$ cat src/rtl/mem_wb_reg_pkg.sv
// Shared constants for the MEM/WB pipeline register and the LL/SC reservation logic.
package mem_wb_reg_pkg;

  localparam int DATA_W_DEF  = 32;
  localparam int RADDR_W_DEF = 5;

  // Lowest address bit that takes part in the linked-word compare (word granule).
  localparam int LL_LINK_LSB = 2;

  localparam logic RST_ENABLE    = 1'b1;
  localparam logic WRITE_ENABLE  = 1'b1;
  localparam logic WRITE_DISABLE = 1'b0;

endpackage

$ cat src/rtl/mem_wb_reg_llbit_reg.sv
// LL/SC reservation bit with optional linked-word snoop (enabled by LLBIT_SNOOP_EN).
module llbit_reg
  import mem_wb_reg_pkg::*;
#(
  parameter int DATA_W = DATA_W_DEF
) (
  input  logic              clk,
  input  logic              rst,
  input  logic              commit_i,
  input  logic              flush_i,
  input  logic              wbit_i,
  input  logic              wllbit_i,
  input  logic [DATA_W-1:0] mem_addr_i,
  input  logic              mem_wr_i,
  output logic              llbit_o
);

  logic llbit_q, llbit_d;
  logic snoop_hit;

`ifdef LLBIT_SNOOP_EN
  logic [DATA_W-1:0] link_addr_q, link_addr_d;

  assign snoop_hit = mem_wr_i &&
    (mem_addr_i[DATA_W-1:LL_LINK_LSB] == link_addr_q[DATA_W-1:LL_LINK_LSB]);

  always_comb begin
    link_addr_d = link_addr_q;
    if (commit_i && wbit_i && wllbit_i) begin
      link_addr_d = mem_addr_i;
    end
  end

  always_ff @(posedge clk) begin
    if (rst == RST_ENABLE) begin
      link_addr_q <= '0;
    end else begin
      link_addr_q <= link_addr_d;
    end
  end
`else
  logic unused_snoop;
  assign unused_snoop = ^{mem_addr_i, mem_wr_i};
  assign snoop_hit    = 1'b0;
`endif

  // A squash always breaks the reservation; a successful Sc/Ll write beats the snoop.
  always_comb begin
    // NOTE: default-assign first so every path drives llbit_d and no latch is inferred.
    llbit_d = llbit_q;
    if (flush_i) begin
      llbit_d = 1'b0;
    end else if (commit_i) begin
      if (wbit_i) begin
        llbit_d = wllbit_i;
      end else if (snoop_hit) begin
        llbit_d = 1'b0;
      end
    end
  end

  always_ff @(posedge clk) begin
    if (rst == RST_ENABLE) begin
      llbit_q <= 1'b0;
    end else begin
      // NOTE: state registers use non-blocking assignment so all flops update together.
      llbit_q <= llbit_d;
    end
  end

  assign llbit_o = llbit_q;

endmodule

$ cat src/rtl/mem_wb_reg.sv
// MEM/WB pipeline register plus LL/SC reservation state; word snoop enabled by LLBIT_SNOOP_EN.
module mem_wb_reg
  import mem_wb_reg_pkg::*;
#(
  parameter int DATA_W  = DATA_W_DEF,
  parameter int RADDR_W = RADDR_W_DEF
) (
  input  logic               clk,
  input  logic               rst,
  input  logic               stall,
  input  logic               flush,
  input  logic [RADDR_W-1:0] regAddr_i,
  input  logic               regWr_i,
  input  logic [DATA_W-1:0]  regData_i,
  input  logic               wLLbit_i,
  input  logic               wbit_i,
  input  logic [DATA_W-1:0]  memAddr_i,
  input  logic               memWr_i,
  output logic [RADDR_W-1:0] regAddr_o,
  output logic               regWr_o,
  output logic [DATA_W-1:0]  regData_o,
  output logic               rLLbit
);

  logic               commit;
  logic [RADDR_W-1:0] reg_addr_q, reg_addr_d;
  logic               reg_wr_q, reg_wr_d;
  logic [DATA_W-1:0]  reg_data_q, reg_data_d;

  assign commit = (rst != RST_ENABLE) && !stall && !flush;

  // Anything that is not a commit loads a bubble.
  always_comb begin
    reg_addr_d = '0;
    reg_wr_d   = WRITE_DISABLE;
    reg_data_d = '0;
    if (commit) begin
      reg_addr_d = regAddr_i;
      reg_wr_d   = regWr_i;
      reg_data_d = regData_i;
    end
  end

  always_ff @(posedge clk) begin
    if (rst == RST_ENABLE) begin
      reg_addr_q <= '0;
      reg_wr_q   <= WRITE_DISABLE;
      reg_data_q <= '0;
    end else begin
      reg_addr_q <= reg_addr_d;
      reg_wr_q   <= reg_wr_d;
      reg_data_q <= reg_data_d;
    end
  end

  assign regAddr_o = reg_addr_q;
  assign regWr_o   = reg_wr_q;
  assign regData_o = reg_data_q;

  llbit_reg #(
    .DATA_W(DATA_W)
  ) u_llbit_reg (
    .clk       (clk),
    .rst       (rst),
    .commit_i  (commit),
    .flush_i   (flush),
    .wbit_i    (wbit_i),
    .wllbit_i  (wLLbit_i),
    .mem_addr_i(memAddr_i),
    .mem_wr_i  (memWr_i),
    .llbit_o   (rLLbit)
  );

endmodule

$ cat config.mk
export PLATFORM = sky130hd
export DESIGN_NAME = mem_wb_reg
export DESIGN_NICKNAME = d
export VERILOG_FILES = /design/src/rtl/mem_wb_reg_pkg.sv /design/src/rtl/mem_wb_reg_llbit_reg.sv /design/src/rtl/mem_wb_reg.sv
export SDC_FILE = /design/constraint.sdc
export NUM_CORES = 1
export LEC_CHECK = 0
export CELL_PAD_IN_SITES_DETAIL_PLACEMENT = 1
export CELL_PAD_IN_SITES_GLOBAL_PLACEMENT = 2
export CORE_ASPECT_RATIO = 0.7
export CORE_MARGIN = 2
export CORE_UTILIZATION = 30
export CTS_CLUSTER_SIZE = 24
export DETAILED_ROUTE_END_ITERATION = 8
export DONT_BUFFER_PORTS = 1
export GPL_TIMING_DRIVEN = 1
export PLACE_DENSITY = 0.68
export RECOVER_POWER = 100
export SYNTH_ARGS = -nofsm -noshare
export SYNTH_HDL_FRONTEND = slang
export SYNTH_SLANG_ARGS = --single-unit
$ cat constraint.sdc
create_clock -name clk -period 0.8 [get_ports clk]
set_input_delay 0.04 -clock clk [delete_from_list [all_inputs] [get_ports clk]]
set_output_delay 0.04 -clock clk [all_outputs]
set_load 0.01 [all_outputs]
# Word-level counts from Yosys, hierarchy flattened

Index checks and enable logic that the tools add are counted.

Register bits after elaboration: 39
Latch bits: 0
Memory bits (writable): 0
ROM bits: 0
Bits of input ports: 77
Memories: 0

$add $sub $neg: 0
Multipliers: 0
Divide/modulo/power cells: 0
Order comparisons: 0
Equality and inequality tests: 0
Shift-type cells: 0
Muxes and demuxes: 0
Bitwise gates (word level): 2
Reductions and logical operators: 7

Operators with widths:

| operator            | number |
|---|---|
| $reduce_or A2 Y1    | 2 |
| $logic_and A1 B1 Y1 | 2 |
| $logic_not A1 Y1    | 2 |
| $not A1 Y1          | 2 |
| $reduce_and A2 Y1   | 1 |

# Longest topological paths before layout

Gate-level depths: netlist of the first run.

Depth in word-level cells: 5
Depth in mapped cells: 4

# Modules after synthesis

Synthesis of the first run repeated with hierarchy kept, for this count alone.

Cells, all modules: 93
Area total of the unflattened synthesis: 1293.7 µm²

By module, submodules not included:

| module     | instances | cells an instance | area an instance (µm²) | seq. area each (µm²) |
|---|---|---|---|---|
| mem_wb_reg | 1         | 89                | 1246.2                 | 760.7 |
| llbit_reg  | 1         | 4                 | 47.5                   | 20.0 |

# Worst setup path before layout of the first run

Ideal clock, no wire load.

Path type: input-to-reg
From: input rst
To: register reg_data_q[10], in the netlist regData_o[10]
Setup time: 0.057 ns
Arrival time: 0.609 ns
Required time: 0.743 ns
Setup slack: 0.134 ns
Cell stages on the path: 4
Path through: nor3_2 buf_6 buf_8 and2_2

Word-level cells in the longest chain between the ends: 5

RTL lines:

| what                                | RTL line         | RTL |
|---|---|---|
| from (decl)                         | mem_wb_reg.sv:9  | `input logic rst,` |
| $not A1 Y1                          | mem_wb_reg.sv:30 | `assign commit = (rst != RST_ENABLE) && !stall && !flush;` |
| $logic_and A1 B1 Y1 (2 in series)   | mem_wb_reg.sv:30 |  |
| $not A1 Y1 (no source line)         | n/a              |  |
| $reduce_or A2 Y1 (no source line) * | n/a              |  |
| to (signal assigned)                | mem_wb_reg.sv:52 | `reg_data_q <= reg_data_d;` |
| to (decl)                           | mem_wb_reg.sv:28 | `logic [DATA_W-1:0] reg_data_q, reg_data_d;` |

Every way passes the cells marked *; elsewhere a longest branch is shown, timed or not.
A chain may end at the register's enable or synchronous reset.

# Worst setup path in the final report of the first run

From: register u_llbit_reg.llbit_q, in the netlist u_llbit_reg.llbit_o
To: output rLLbit

RTL lines:

| what                   | RTL line                   | RTL |
|---|---|---|
| from (decl)            | mem_wb_reg_llbit_reg.sv:18 | `logic llbit_q, llbit_d;` |
| from (signal assigned) | mem_wb_reg_llbit_reg.sv:67 | `llbit_q <= llbit_d;` |
| to (decl)              | mem_wb_reg.sv:22           | `output logic rLLbit` |

No word-level cell between the ends.

==> results of run 1 <==
[power by group through the flow]
stage / Sequential, mW / Clock [mW] / Combinational [mW]
floorplan: 2.08 / 0 / 0.0693
global placement: 2.09 / 0 / 0.0642
detailed placement: 2.09 / 0 / 0.0695
CTS: 2.04 / 1.20 / 0.223
global route: 2.05 / 1.31 / 0.247
finish: 2.04 / 1.13 / 0.223
[through the flow]
step           utilization (%)  instance area [um^2]  hold slack [ns]  power, mW
2_1_floorplan                -                  1120            0.117       2.15
3_3_place_gp              32.5                  1150            0.119       2.15
3_5_place_dp              32.5                  1150            0.128       2.16
4_1_cts                   46.1                  1630           0.0186       3.47
5_1_grt                   46.1                  1630           0.0623       3.61
6_report                  46.1                  1630           0.0313       3.40
[worst reg2reg max path, delay by kind of cell (launching register included)]
kind,cells,cell delay [ns]
flops,1,0.39
mux,1,0.09
simple gates,1,0.13
[registers in the layout (all words and copies together) (netlist names)]
name	flops
regAddr_o	5
regData_o	32
regWr_o	1
u_llbit_reg.llbit_o	1
[timing repair]
| action | in CTS | in global routing |
|---|---|---|
| hold buffers | 41 | 0 |
| resized for setup | 0 | 0 |
| endpoints found under the hold margin | 39 | 0 |
[layout by cell type (no fill, tap or decap), drive strengths merged]
cell type	Yosys	routed
dlygate4sd3	0	41
dfxtp	39	39
and2	38	38
clkbuf	1	6
buf	3	2
nor3	2	2
nor2b	1	1
mux2i	1	1
[kinds of logic (layout without fill, tap and decap cells)]
group	Yosys count	count (layout)	synth area share, %
mux	1	1	0.896
simple gates	41	41	25.1
flops	39	39	69.9
buf+inv	4	49	4.14
[metal layers]
layer	vias up	share of wire [%]	global-route usage (%)
met2	54	53	23.5
met1	330	33	10.2
met5	-	0	0
met4	0	1.7	8.18
li1	343	-	-
met3	7	13	8.77
[path summary, 6_finish.rpt]
path                        from             endpoint  slack (ns)  depth (start not counted)
max reg2reg  u_llbit_reg.llbit_o  u_llbit_reg.llbit_o        0.12                          2
min reg2reg  u_llbit_reg.llbit_o  u_llbit_reg.llbit_o        0.58                          2
max          u_llbit_reg.llbit_o               rLLbit         0.1                          0
min                        stall  u_llbit_reg.llbit_o        0.03                          3
[final cells by class]
type                       count  area (um^2)  area share (%)
clock buffer                   6         72.6            4.45
sequential                    39          781            47.9
multi-input combinational     42          290            17.8
timing repair buffer          43          425            26.1
tap                           50         62.6            3.83
==> flow_summary.yaml, run 1 <==
status:
  status: "finished, final reports clean"
placed_design:
  pre_cts_ws_ns: 0.0962
  dp_hpwl_um: 1510
  dp_cells: 133
  io_buffers: 0
  routabilityCongestion: 0.580
pwr:
  internal_power_mw: 2.74
  p_per_area_nw_per_um2: 2080
  clock_power_share_pct: 33.3
  swShare_pct: 19.2
  sequentialPowerShare_pct: 60.2
  p_leak_nw: 0.658
  comb_power_share_pct: 6.6
  max-vdd-ir-drop_uv: 1040
  switchingPower_uw: 651
sta:
  hold_violations: 0
  fmax_ghz: 1.42
  period_minus_slack_ns: 0.703
  setup_ws_ns: 0.0974
  maxSlewViolCount: 0
  setup_tns_ns: 0
  relSlewSlack_pct: 88.3
  clock_skew_ns: 0
  fin_crit_sh_pct: 87.8
  finalSetupViolCount: 0
  rsz0062_at_grt: "false"
  tightest_slew_ns: 0.175
layout:
  antenna-diode-count: 0
  drive_gt1_share_pct: 19.2
  area_growth_pct: 46.0
  nFillCells: 367
  layout.nets: 208
  layout.cells.non_filler: 180
routing:
  vias: 734
  drtIter0Drc: 8
  antenna_left: 0
  detail_route.wirelength_um: 2480
  wl_per_cell_um: 13.8
  drc: 0
  first_pass_iters: 2
  avgViaCountPerCell: 4.08
synth:
  synth_flop_cell: "dfxtp_1"
  synth_edf_count: 0
  synth.avg_cell_area_um2: 13.1
  synth_most_common_cell: "dfxtp_1"
  netlist.area_leader.share_pct: 69.9
  synth-async-reset-ratio_pct: 0
  yosys.area.top_type: "dfxtp_1"
  syn_inst: 85
  synthTopCellsByCount: "dfxtp_1 (39), and2_1 (21), and2_2 (17), buf_8 (2)"
  yosysUniqueCellTypes: 10
  ys_ff_latch: 39
  syn_nets: 162
  synth_area_leaders: "dfxtp_1 (70%), and2_1 (12%), and2_2 (11%), buf_8 (2.7%), buf_6 (1.0%)"
  yosysWarnings: 0
  syn_area_um2: 1120
  ys_seq_area_share_pct: 69.9
clock_network:
  ctsHtreeMaxLevel: 2
  clk_latency_ns: 0.27
  clk_pin_slew_worst_paths_ns: 0.06
  clockBufferDepth: 2
  clockRootBuffer: "clkbuf_8"
  cts_buffers: 5
  cts_tree: "yes"
  post_cts_buffers: 0
  cts_sinks: 39
grt:
  grt_pass1_wl_um: 3710
  antenna_found_initial: 0
  grt_pass1_vias: 775
  grt_use_total_pct: 12.7
  grt_max_degree: 21
  overflow: 0
setup_path:
  end_kind: "primary output"
  cp.required_ns: 0.76
  cp.arrival_ns: 0.66
  critPathKind: "register to primary output"
  startpoint_type: "register"
  crit_fanout: 2
die:
  num_rows: 18
  die_h_um: 55.1
  die_w_um: 76.9
  pin_count: 116
  die-area_um2: 4240
  initial_core_util_pct: 31.6
  coreArea_um2: 3540
run:
  cap_violations: 0
worst_hold_path:
  hp-class: "input pin to register"
Power figures use the tool's default switching activity.
==> inputs of run 2 (changes only) <==
MAX_ROUTING_LAYER = met4   (was unset)
SETUP_SLACK_MARGIN = 0.05   (was unset)
TNS_END_PERCENT = 30   (was unset)
==> run 2 against run 1 <==
  * Critical path depth unchanged
  * Clock power hardly changed
  * Sequential share of layout area is essentially flat
  * Clock skew is the same
  * Hold slack got worse by 0.0078 ns
  * Sequential power hardly changed
  * Flip-flop and latch count unchanged
  * Combinational power hardly changed
  * Wire length barely moved
  * Setup slack improved by 0.010 ns
  * Non-clock buffer count is the same
  * Core utilization barely moved
==> flow_summary.yaml, run 2 (synthesized netlist as in run 1, its figures left out) <==
status:
  status: "finished, final reports clean"
die:
  num_rows: 18
  pin_count: 116
  die-area_um2: 4240
  die_h_um: 55.1
  initial_core_util_pct: 31.6
  coreArea_um2: 3540
  die_w_um: 76.9
placed_design:
  dp_hpwl_um: 1510
  io_buffers: 0
  dp_cells: 133
  routabilityCongestion: 0.583
grt:
  grt_use_total_pct: 13.1
  grt_max_degree: 21
  grt_pass1_vias: 775
  antenna_found_initial: 0
  grt_pass1_wl_um: 3710
  overflow: 0
routing:
  first_pass_iters: 2
  antenna_left: 0
  vias: 734
  drtIter0Drc: 8
  avgViaCountPerCell: 4.08
  wl_per_cell_um: 13.8
  drc: 0
  detail_route.wirelength_um: 2480
setup_path:
  cp.arrival_ns: 0.65
  crit_fanout: 1
  critPathKind: "register to primary output"
  r2r_slack_ns: 0.16
  cp.required_ns: 0.76
  end_kind: "primary output"
  startpoint_type: "register"
sta:
  setup_tns_ns: 0
  fmax_ghz: 1.44
  maxSlewViolCount: 0
  relSlewSlack_pct: 88.3
  fin_crit_sh_pct: 86.6
  rsz0062_at_grt: "false"
  finalSetupViolCount: 0
  period_minus_slack_ns: 0.693
  tightest_slew_ns: 0.175
  clock_skew_ns: 0
  hold_violations: 0
layout:
  layout.cells.non_filler: 180
  nFillCells: 368
  multi_input_area_um2: 290
  drive_gt1_share_pct: 20.0
  antenna-diode-count: 0
  seq_area_um2: 782
  layout.nets: 208
  final_cell_mix: "dlygate4sd3_1 (41), dfxtp_1 (38), and2_2 (17), and2_0 (11), and2_1 (10)"
  largest_reg_flops: 32
  area_growth_pct: 46.1
  mostFrequentLayoutCell: "dlygate4sd3_1"
run:
  cap_violations: 0
pwr:
  p_per_area_nw_per_um2: 2080
  p_leak_nw: 0.659
  max-vdd-ir-drop_uv: 1040
clock_network:
  cts_sinks: 39
  clk_pin_slew_worst_paths_ns: 0.06
  clockRootBuffer: "clkbuf_8"
  clk_latency_ns: 0.27
  post_cts_buffers: 0
  clockBufferDepth: 2
  cts_tree: "yes"
  ctsHtreeMaxLevel: 2
  cts_buffers: 5
worst_hold_path:
  hp-class: "input pin to register"
==> run 2: per-layer routing <==
layer | vias to the layer above | global-route usage (%) | routed length (um)
li1 | 343 | - | -
met3 | 7 | 6.82 | 245
met4 | 0 | 8.18 | 40
met1 | 330 | 11.4 | 871
met2 | 54 | 23.5 | 1320
met5 | - | - | 0
==> run 2: worst min-delay path, delay by kind of cell <==
kind / cells / cell delay, ns
muxes: 1 / 0.13
and+or+nand+nor: 2 / 0.09
==> run 2: per-stage QoR <==
stage	util (%)	power, mW	cell area (um^2)	worst slack [ns]	hold slack, ns
after global placement	32.5	2.15	1150	0.128	0.119
after floorplan	-	2.15	1120	0.134	0.117
after detailed placement	32.5	2.16	1150	0.0962	0.128
after CTS	46.1	3.47	1630	0.0782	0.0186
after global routing	46.2	3.61	1630	0.0577	0.0549
final	46.2	3.40	1630	0.107	0.0236
==> run 2: final cells by class <==
class / count / area share, %
Tap cell: 50 / 3.83
Multi-Input combinational cell: 42 / 17.8
Clock buffer: 6 / 4.44
Timing Repair Buffer: 43 / 26.1
Sequential cell: 39 / 47.9
==> run 2: path summary, 6_finish.rpt <==
path | startpoint | endpoint | cells after the start
worst max register to register | u_llbit_reg.llbit_o | u_llbit_reg.llbit_o | 2
worst min register to register | u_llbit_reg.llbit_o | u_llbit_reg.llbit_o | 2
worst max-delay path | regData_o[19] | regData_o[19] | 0
worst min-delay path | stall | u_llbit_reg.llbit_o | 3
==> run 2: what timing repair did <==
action / 4_1_cts / 5_1_grt
resized for setup: 0 / 1
hold endpoints to repair: 39 / 0
setup endpoints to repair: 0 / 2
hold buffers: 41 / 0
==> run 2: power breakdown <==
part | switching (mW) | leakage, nW | total, mW | internal (mW)
clock network | 0.551 | 0.0371 | 1.13 | 0.579
registers | 0.0477 | 0.318 | 2.04 | 2.00
logic | 0.0534 | 0.304 | 0.223 | 0.170
==> inputs of run 3 (changes only) <==
CORE_UTILIZATION = 35   (was 30)
PLACE_DENSITY = 0.75   (was 0.68)
SYNTH_HIERARCHICAL = 1   (was unset)
clock period = 0.9 ns   (was 0.8 ns; I/O delays follow)
==> run 3 against run 2 <==
  * The flow now finishes with violations (hold timing)
  * Critical path type is now register to register
  * Hold slack got worse by 0.20 ns
  * Combinational power fell by 46%
  * Flip-flop and latch count unchanged
  * Die area fell by 0.71%
  * Final cell count shrank 1.1%
  * Clock power rose by 12%
  * Wire length increased by 35%
  * Global-route usage is 3.6 points higher
==> flow_summary.yaml, run 3 <==
pwr:
  max-vdd-ir-drop_uv: 784
  p_leak_nw: 0.667
  p_per_area_nw_per_um2: 1880
setup_path:
  r2r-start: "u_llbit_reg/llbit_o"
  crit_family: "compound AO/OA/AOI/OAI gates"
  crit_fanout: 2
  path_cells: "a21bo_1 -> a211oi_2"
  crit_start: "u_llbit_reg/llbit_o"
  startpoint_type: "register"
  critPathKind: "register to register"
  r2r_end: "u_llbit_reg/llbit_o"
  slowest_delay_ns: 0.33
  cp_num_buf_inv: 0
  cp.required_ns: 1.11
  cp.arrival_ns: 1.02
  reg2reg_depth: 2
  endpoint: "u_llbit_reg/llbit_o"
  end_kind: "register"
  critical-path-slowest-cell: "dfxtp_1"
  cp.depth: 2
  r2r_slack_ns: 0.08
synth:
  yosysWarnings: 6
  synthTopCellsByCount: "dfxtp_1 (39), nor4b_1 (28), nor4b_2 (10), buf_6 (4), clkbuf_1 (4)"
  ys_ff_latch: 39
  synth.avg_cell_area_um2: 13.9
  synth_flop_cell: "dfxtp_1"
  ys_seq_area_share_pct: 60.3
  syn_area_um2: 1290
  synth_most_common_cell: "dfxtp_1"
  synth_area_leaders: "dfxtp_1 (60%), nor4b_1 (19%), nor4b_2 (12%), buf_6 (3.5%), buf_4 (1.2%)"
  synth_edf_count: 0
  netlist.area_leader.share_pct: 60.3
  synth-async-reset-ratio_pct: 0
  syn_nets: 170
  yosysUniqueCellTypes: 11
  yosys.area.top_type: "dfxtp_1"
  syn_inst: 93
sta:
  setup_tns_ns: 0
  period_minus_slack_ns: 0.815
  maxSlewViolCount: 0
  worst_hold_slack_ns: -0.178
  hold_violations: 1
  clock_skew_ns: 0
  finalSetupViolCount: 0
  rsz0062_at_grt: "false"
  relSlewSlack_pct: 75.8
  tightest_slew_ns: 0.358
  fin_crit_sh_pct: 90.6
  fmax_ghz: 1.23
placed_design:
  io_buffers: 0
  routabilityCongestion: 0.616
die:
  initial_core_util_pct: 36.6
  die-area_um2: 4210
  num_rows: 18
  die_w_um: 76.7
  coreArea_um2: 3540
  pin_count: 116
  die_h_um: 54.9
grt:
  overflow: 0
  grt_pass1_wl_um: 5040
  grt_use_total_pct: 16.7
  antenna_found_initial: 0
  grt_max_degree: 41
  grt_pass1_vias: 951
layout:
  finalCoreUtilization_pct: 48.0
  mostFrequentLayoutCell: "dfxtp_1"
  layout.nets: 204
  nFillCells: 374
  largest_reg_flops: 32
  antenna-diode-count: 0
  drive_gt1_share_pct: 7.03
  area_growth_pct: 31.1
  final_cell_mix: "dfxtp_1 (39), nor4b_1 (38), dlygate4sd3_1 (38), clkbuf_8 (7)"
clock_network:
  ctsHtreeMaxLevel: 2
  clk_pin_slew_worst_paths_ns: 0.07
  clk_latency_ns: 0.28
  cts_buffers: 5
  post_cts_buffers: 0
  clockRootBuffer: "clkbuf_8"
  postCtsHoldBufs: 38
  cts_sinks: 39
  cts_tree: "yes"
  clockBufferDepth: 2
worst_hold_path:
  hp-class: "input pin to register"
  hp-start: "rst"
status:
  status: "finished, violations left"
  violations: "hold timing"
routing:
  avgViaCountPerCell: 5.11
  first_pass_iters: 4
  detail_route.wirelength_um: 3340
  drc: 0
  vias: 909
  wl_per_cell_um: 18.8
  drtIter0Drc: 58
  antenna_left: 0
run:
  cap_violations: 0
## run 3: cell types whose count changed in the layout (fill, tap and decap cells not counted), sizes merged, moves of 2 or more
cell / delta
and2: -38
clkbuf: +2
dlygate4sd3: -3
nor4b: +38
## run 3: logic make-up after synthesis
kind of cell	count (synthesis)	synth area share (%)
AND/OR/NAND/NOR	40	31.3
AO/OA/AOI/OAI	2	1.74
buffers and inverters	12	6.58
flip-flops	39	60.3
## run 3: how the worst min path moves through the flow
stage                                to  cells after the start  slack [ns]
CTS                 u_llbit_reg/llbit_o                      1       -0.19
detailed placement  u_llbit_reg/llbit_o                      1        0.12
floorplan           u_llbit_reg/llbit_o                      1        0.11
finish              u_llbit_reg/llbit_o                      1       -0.18
global route        u_llbit_reg/llbit_o                      1       -0.21
global placement    u_llbit_reg/llbit_o                      1        0.11
## run 3: per-stage QoR
step,std cells,area (um^2),power [mW],setup slack (ns)
final,178,1700,3.19,0.0848
after global routing,178,1700,3.37,0.0407
after floorplan,93,1290,2.00,0.0594
after CTS,178,1760,3.24,0.0787
after detailed placement,132,1280,1.92,0.101
after global placement,132,1280,1.92,0.120
## run 3: cell type report
| cell class | count | area, um^2 | area share (%) |
|---|---|---|---|
| Timing Repair Buffer | 39 | 388 | 22.9 |
| Multi-Input combinational cell | 42 | 365 | 21.5 |
| Clock buffer | 8 | 100 | 5.90 |
| Tap cell | 50 | 62.6 | 3.69 |
| Sequential cell | 39 | 781 | 46.0 |
## run 3: per-layer routing
metal  global-route usage, %  wire [um]  vias up  share of wire [%]
li1                        -          -      416                  -
met1                    19.3       1440      444                 43
met2                    26.8       1650       42                 49
met3                    4.95        190        7                5.7
met4                    9.09         55        0                1.6
met5                       -          0        -                  0
## run 3: what timing repair did
item	in CTS	in global routing
hold endpoints to repair	39	1
endpoints found under the setup margin	0	1
resized for setup	0	1
## run 3: power by group
group / internal, mW / switching (mW)
combinational: 0.0992 / 0.0218
sequential: 1.77 / 0.0421
clock: 0.699 / 0.558
total: 2.57 / 0.622
